$ cat src/rtl/module_codificador_tx.sv
// Hamming(7,4) encoder with optional single-bit error injection and a framed
// serial transmitter (start 0, codeword LSB first, stop 1).
module module_codificador_tx #(
  parameter int BIT_CYCLES = 4
) (
  input  logic       clk,
  input  logic       rst,
  input  logic [3:0] datos_entrada,
  input  logic [2:0] pos_error,
  input  logic       inicio,
  output logic       listo,
  output logic       ocupado,
  output logic [6:0] palabra_codificada,
  output logic       palabra_valida,
  output logic       tx_serial
);

  localparam int CW = (BIT_CYCLES > 1) ? $clog2(BIT_CYCLES) : 1;

  typedef enum logic [1:0] {REPOSO, INICIO_BIT, DATOS, PARADA} state_t;

  state_t        state, state_next;
  logic [CW-1:0] cycle_cnt, cycle_cnt_next;
  logic [2:0]    bit_idx, bit_idx_next;
  logic [2:0]    bit_inc;
  logic [6:0]    word, word_next;
  logic          valid, valid_next;
  logic          tx, tx_next;
  logic [6:0]    codeword, error_mask;
  logic          slot_end;

  // Layout [i3,i2,i1,c2,i0,c1,c0] puts each bit at Hamming position index+1.
  always_comb begin
    codeword = {datos_entrada[3], datos_entrada[2], datos_entrada[1],
                datos_entrada[1] ^ datos_entrada[2] ^ datos_entrada[3],
                datos_entrada[0],
                datos_entrada[0] ^ datos_entrada[2] ^ datos_entrada[3],
                datos_entrada[0] ^ datos_entrada[1] ^ datos_entrada[3]};
    error_mask = '0;
    if (pos_error != 3'd0)
      error_mask = 7'(1) << (pos_error - 3'd1);
  end

  assign slot_end = (cycle_cnt == CW'(BIT_CYCLES - 1));
  assign bit_inc  = bit_idx + 3'd1;

  always_comb begin
    state_next     = state;
    cycle_cnt_next = slot_end ? '0 : cycle_cnt + 1'b1;
    bit_idx_next   = bit_idx;
    word_next      = word;
    valid_next     = 1'b0;
    tx_next        = tx;
    unique case (state)
      REPOSO: begin
        cycle_cnt_next = '0;
        tx_next        = 1'b1;
        if (inicio) begin
          state_next   = INICIO_BIT;
          bit_idx_next = 3'd0;
          word_next    = codeword ^ error_mask;
          valid_next   = 1'b1;
          tx_next      = 1'b0;
        end
      end
      INICIO_BIT: begin
        if (slot_end) begin
          state_next   = DATOS;
          bit_idx_next = 3'd0;
          tx_next      = word[0];
        end
      end
      DATOS: begin
        if (slot_end) begin
          if (bit_idx == 3'd6) begin
            state_next = PARADA;
            tx_next    = 1'b1;
          end else begin
            bit_idx_next = bit_inc;
            tx_next      = word[bit_inc];
          end
        end
      end
      PARADA: begin
        if (slot_end) begin
          state_next = REPOSO;
          tx_next    = 1'b1;
        end
      end
      default: state_next = REPOSO;
    endcase
  end

  always_ff @(posedge clk or posedge rst) begin
    if (rst) begin
      state     <= REPOSO;
      cycle_cnt <= '0;
      bit_idx   <= 3'd0;
      word      <= 7'd0;
      valid     <= 1'b0;
      tx        <= 1'b1;
    end else begin
      state     <= state_next;
      cycle_cnt <= cycle_cnt_next;
      bit_idx   <= bit_idx_next;
      word      <= word_next;
      valid     <= valid_next;
      tx        <= tx_next;
    end
  end

  assign listo              = (state == REPOSO);
  assign ocupado            = ~listo;
  assign palabra_codificada = word;
  assign palabra_valida     = valid;
  assign tx_serial          = tx;

endmodule

$ cat config.mk
export PLATFORM = sky130hd
export DESIGN_NAME = module_codificador_tx
export DESIGN_NICKNAME = d
export VERILOG_FILES = /design/src/rtl/module_codificador_tx.sv
export SDC_FILE = /design/constraint.sdc
export NUM_CORES = 1
export LEC_CHECK = 0
export ABC_AREA = 1
export CAP_MARGIN = 10
export CORE_MARGIN = 2
export CORE_UTILIZATION = 54
export DETAILED_ROUTE_END_ITERATION = 10
export HOLD_SLACK_MARGIN = 0.15
export PLACE_DENSITY_LB_ADDON = 0.15
export SYNTH_ARGS = -nofsm -noshare
export SYNTH_HDL_FRONTEND = slang
export SYNTH_SLANG_ARGS = --single-unit
$ cat constraint.sdc
create_clock -name clk -period 2.4 [get_ports clk]
set_clock_uncertainty 0.05 [all_clocks]
set_input_delay 0.48 -clock clk [delete_from_list [all_inputs] [get_ports clk]]
set_output_delay 0.48 -clock clk [all_outputs]
set_load 0.005 [all_outputs]
Word level (Yosys, flattened, before mapping)
Index checks and enable logic that the tools add are counted.
Widths: inputs -> output; s select.
{"block": "word_totals", "latchBits": 0, "out_inout_bits": 11, "ramBits": 0, "regBits": 16, "mem_bits_ro": 0, "mem_count": 0}
{"block": "classes", "multipliers": 0, "n_addsub": 3, "eq_ne": 11, "n_mux": 24, "n_shift": 1, "order_cmp": 1, "n_reduce_logical": 7, "bitwise": 8, "div": 0}
{"cell": "$mux 2", "n": 7}
{"cell": "$mux 3", "n": 4}
{"cell": "$ne 2x2->1 const B", "n": 6}
{"cell": "$reduce_and 5->1", "n": 2}
{"cell": "$pmux 3 s3", "n": 1}
{"cell": "$mux 1", "n": 8}
{"cell": "$pmux 2 s4", "n": 1}
{"cell": "$mux 7", "n": 1}
{"cell": "$shl 1x3->7 const A", "n": 1}
{"cell": "$xor 7x7->7", "n": 1}
{"cell": "$eq 2x2->1 const B", "n": 3}
{"cell": "$reduce_bool 3->1", "n": 2}
{"cell": "$xor 1x1->1", "n": 6}
{"cell": "$lt 3x4->1 const B", "n": 1}
{"cell": "$pmux 1 s4", "n": 1}
{"cell": "$add 3x1->3 const B", "n": 1}
{"cell": "$bmux 1 s3", "n": 1}
{"cell": "$eq 3x3->1 const B", "n": 1}
{"cell": "$reduce_and 3->1", "n": 1}
{"cell": "$sub 3x1->3 const B", "n": 1}
{"cell": "$add 2x1->2 const B", "n": 1}
{"cell": "$eq 2x1->1 const B", "n": 1}
{"cell": "$logic_not 2->1", "n": 1}
{"cell": "$reduce_and 2->1", "n": 1}
{"cell": "$not 1->1", "n": 1}

Depth between registers and ports, before layout
{"block": "logic_depth", "word_depth": 6, "mapped_depth": 11, "mapped_depth_nobuf": 11}

Least setup slack after synthesis
OpenSTA, ideal clock, no wires.
{"block": "synth_path", "kind": "input port to flip-flop", "startpoint": "in pos_error[0]", "endpoint": "reg word[0], in the netlist palabra_codificada[0]", "arrival_ns": 1.441, "path_slack_ns": 0.833, "path_buffers": 1, "path_stages": 7, "setup_time_ns": 0.076, "cell_sequence": "buf_2 -> nor2_1 -> ha_1 -> inv_1 -> nand3_1 -> xor2_1 -> o21ai_1"}
{"block": "synth_between", "elab_chain_len": 4}
{"item": "start: declaration", "line_no": "9", "text": "input logic [2:0] pos_error,"}
{"item": "$sub 3x1->3", "line_no": "41", "text": "error_mask = 7'(1) << (pos_error - 3'd1);"}
{"item": "$shl 1x3->7", "line_no": "41"}
{"item": "$mux 7 *", "line_no": "40", "text": "if (pos_error != 3'd0)"}
{"item": "$xor 7x7->7 *", "line_no": "61", "text": "word_next = codeword ^ error_mask;"}
{"item": "end signal: assignment", "line_no": "106", "text": "word <= word_next;"}
{"item": "end: declaration", "line_no": "26", "text": "logic [6:0] word, word_next;"}
Mark *: on every way between the ends. The rest lies on a longest branch, timed or not.
A chain may end at the register's enable or synchronous reset.

Worst setup path after layout
{"block": "layout_path", "startpoint": "reg state[0]", "endpoint": "out ocupado"}
{"block": "layout_between", "elab_chain_len": 2}
{"item": "start: declaration", "line_no": "22", "text": "state_t state, state_next;"}
{"item": "start signal: assignment", "line_no": "103", "text": "state <= state_next;"}
{"item": "$logic_not 2->1", "line_no": "112", "text": "assign listo = (state == REPOSO);"}
{"item": "$not 1->1", "line_no": "113", "text": "assign ocupado = ~listo;"}
{"item": "end: declaration", "line_no": "12", "text": "output logic ocupado,"}
No other way between the ends.

==> qor.json <==
{
  "finish": {
    "finish.net_count": 178,
    "drive_above_1_share_pct": 8.228,
    "syn2layout_area_growth_pct": 25.30,
    "antenna_cells_inserted": 0,
    "multi_input_area_um2": 556.8,
    "ff_latch_area_um2": 401.6,
    "fillers": 139,
    "layout.core_utilization_pct": 74.04,
    "postLayoutCellArea_um2": 1320
  },
  "sta": {
    "finalMaxSlewViolations": 0,
    "setup_slack_ns": 0.1685,
    "finalHoldViolCount": 0,
    "setup-violations-final": 0,
    "min_period_ns": 2.231,
    "clock.fmax_mhz": 448.1,
    "finalSetupTns_ns": 0,
    "slew-limit-headroom_pct": 59.75,
    "setup_repair_after_global_routing_missed_its_margin": "false",
    "worst_slew_pin_slew_ns": 0.6032,
    "final_min_period_over_clock_period_pct": 92.98
  },
  "logic_synthesis": {
    "yosysWarningCount": 0,
    "post_synth_cell_types": 22,
    "post_synth_inst_count": 135,
    "yosysMostFrequentCell": "sky130_fd_sc_hd__nand2_1",
    "synth_top_cell_area_share_pct": 35.63,
    "netlist_top_cells_area": "sky130_fd_sc_hd__dfrtp_1 36%, sky130_fd_sc_hd__nand2_1 12%, sky130_fd_sc_hd__ha_1 11%",
    "ys_ff_latch": 16,
    "synth_top_area_cell": "sky130_fd_sc_hd__dfrtp_1",
    "synth_area_um2": 1054,
    "synthesis.area_per_instance_um2": 7.804,
    "synth.yosys.seq_area_share_pct": 38.12,
    "synth.top_cells.by_count": "35 x sky130_fd_sc_hd__nand2_1, 21 x sky130_fd_sc_hd__inv_1, 15 x sky130_fd_sc_hd__dfrtp_1",
    "synth-main-ff-cell": "sky130_fd_sc_hd__dfrtp_1",
    "syn-num-nets": 154,
    "async_reset_ff_share_pct": 100.0,
    "synth_enable_flop_cells": 0
  },
  "critical_path": {
    "worst-r2r-setup-slack_ns": 0.71,
    "worst_setup_path_startpoint": "state[0]",
    "r2r-start": "state[0]",
    "worst_ep_required_time_ns": 1.87,
    "crit_path_start_kind": "flop",
    "reg2reg_depth": 8,
    "worstSetupEndpoint": "ocupado",
    "maximum_fanout_along_the_worst_path": 5,
    "end_kind": "output pin",
    "r2r-end": "state[1]",
    "crit_arrival_ns": 1.70,
    "timing_worst_setup_path_type": "flop to output pin"
  },
  "route": {
    "detail_route.first_pass.iterations": 4,
    "vias": 888,
    "first_iter_violations": 17,
    "postRouteWirelength_mm": 2.006,
    "wl_per_instance_um": 10.96,
    "post-route-drc-count": 0,
    "via_density": 4.852,
    "number_of_routed_nets_with_antenna_violations": 0
  },
  "clock_network": {
    "holdBufCountCts": 0,
    "cts_inserted_buffers": 3,
    "insertion_delay_ns": 0.28,
    "clock_tree_from_tritoncts": "yes",
    "htreeDepth": 1,
    "cts_sinks": 16,
    "clockBufferDepth": 2,
    "postCtsSetupRepairBufs": 0,
    "ctsRootBufferMaster": "sky130_fd_sc_hd__clkbuf_4",
    "cts.reportedPaths.clkPinSlew_ns": 0.10,
    "cts_resized": 0
  },
  "flow_run": {
    "cap_violations": 0
  },
  "floorplanning": {
    "io_pins": 21,
    "die-height_um": 48.17,
    "initial_utilization_pct": 59.09,
    "core_area_um2": 1783,
    "row_count": 15,
    "die_width_um": 48.17,
    "dieArea_um2": 2320
  },
  "place": {
    "port_bufs": 20,
    "postPlaceCellArea_um2": 1284,
    "rd_place_congestion": 0.8787,
    "dp_hpwl_mm": 1.624,
    "pre_cts_ws_ns": 0.3411
  },
  "power": {
    "power.leakage_nw": 0.6773,
    "net_switching_power_w": 0.0006291,
    "max_rail_drop_vdd_uv": 788.4,
    "power_switching_share_pct": 41.55,
    "cellPowerDensity_nw_per_um2": 1147,
    "intPower_w": 0.0008850,
    "sequentialPowerShare_pct": 32.6,
    "share_of_power_burned_in_combinational_logic_pct": 55.7,
    "clkPwrFrac_pct": 11.7
  },
  "min_path": {
    "worst_hold_path.num_cells": 1,
    "hold_path_class": "flop to flop"
  },
  "grt": {
    "grt_use_total_pct": 21.16,
    "grt_pass1_wl_mm": 3.394,
    "grt_max_degree": 17,
    "initial_antenna_violation_count": 0,
    "globalRoute.totalOverflow": 0,
    "first_global_vias": 819
  },
  "status": {
    "run_status": "completed"
  }
}
-- final cells by class --
class,instances,area share (%)
inverter,23,6.540
tap,25,2.370
multi-input combinational,94,42.18
timing repair buffer,21,15.73
clock buffer,4,2.749
sequential,16,30.43
-- routing by layer --
metal / GRT usage [%] / vias to the layer above / part of all wire (%)
li1: - / 470 / -
met1: 28.34 / 401 / 47
met2: 34.74 / 13 / 49
met3: 3.704 / 4 / 3.1
met4: 6.486 / 0 / 1.0
met5: 0 / - / 0
-- layout by cell type (no fill, tap or decap), types with 6 or more instances in the layout --
cell and n:
sky130_fd_sc_hd__ha_1 9, sky130_fd_sc_hd__o21ai_1 7, sky130_fd_sc_hd__clkdlybuf4s50_1 20, sky130_fd_sc_hd__inv_1 21, sky130_fd_sc_hd__nor2_1 6, sky130_fd_sc_hd__nand2_1 35, sky130_fd_sc_hd__xor2_1 9, sky130_fd_sc_hd__nand3_1 10
sky130_fd_sc_hd__dfrtp_1 15
-- power by group through the flow --
stage	clock (W)	combinational, W	sequential (W)
after floorplan	0	0.000541	0.000487
after global placement	0	0.000806	0.000494
after detailed placement	0	0.000843	0.000497
after CTS	0.000183	0.000852	0.000492
after global routing	0.000197	0.000966	0.000510
final	0.000178	0.000843	0.000493
-- worst min-delay path by stage --
| stage | start | endpoint | slack (ns) |
|---|---|---|---|
| floorplan | rst | bit_idx[0] | 0.34 |
| global placement | cycle_cnt[0] | cycle_cnt[0] | 0.38 |
| detailed placement | cycle_cnt[0] | cycle_cnt[0] | 0.40 |
| CTS | cycle_cnt[0] | cycle_cnt[0] | 0.42 |
| global route | cycle_cnt[0] | cycle_cnt[0] | 0.44 |
| finish | cycle_cnt[0] | cycle_cnt[0] | 0.41 |
-- critical path, cell delays in order (launching register included) --
cell and delay [ns]:
sky130_fd_sc_hd__dfrtp_1 0.41, sky130_fd_sc_hd__inv_1 0.10, sky130_fd_sc_hd__ha_1 0.27, sky130_fd_sc_hd__inv_1 0.13
sky130_fd_sc_hd__clkdlybuf4s50_1 0.51
-- sequential cells by signal, indices dropped and copies added (netlist names) --
register and flops:
cycle_cnt 2, tx_serial 1, state 2, palabra_codificada 7, palabra_valida 1, bit_idx 3
-- cells by family (layout without fill, tap and decap cells) --
family	Yosys count	count (layout)	synth area share [%]
adder cells (fa/ha/maj)	9	9	10.69
buffers and inverters	25	48	9.026
flip-flops	16	16	38.12
XOR/XNOR	12	12	9.977
AO/OA/AOI/OAI	17	17	9.738
AND/OR/NAND/NOR	56	56	22.45
-- per-stage QoR --
stage,hold WS [ns],std cells,power [W]
after floorplan,0.3430,135,0.001028
after global placement,0.3796,179,0.001300
after detailed placement,0.4006,179,0.001340
after CTS,0.4150,183,0.001527
after global routing,0.4362,183,0.001673
final,0.4091,183,0.001514
Note: power is estimated with default switching activity, not from simulation.
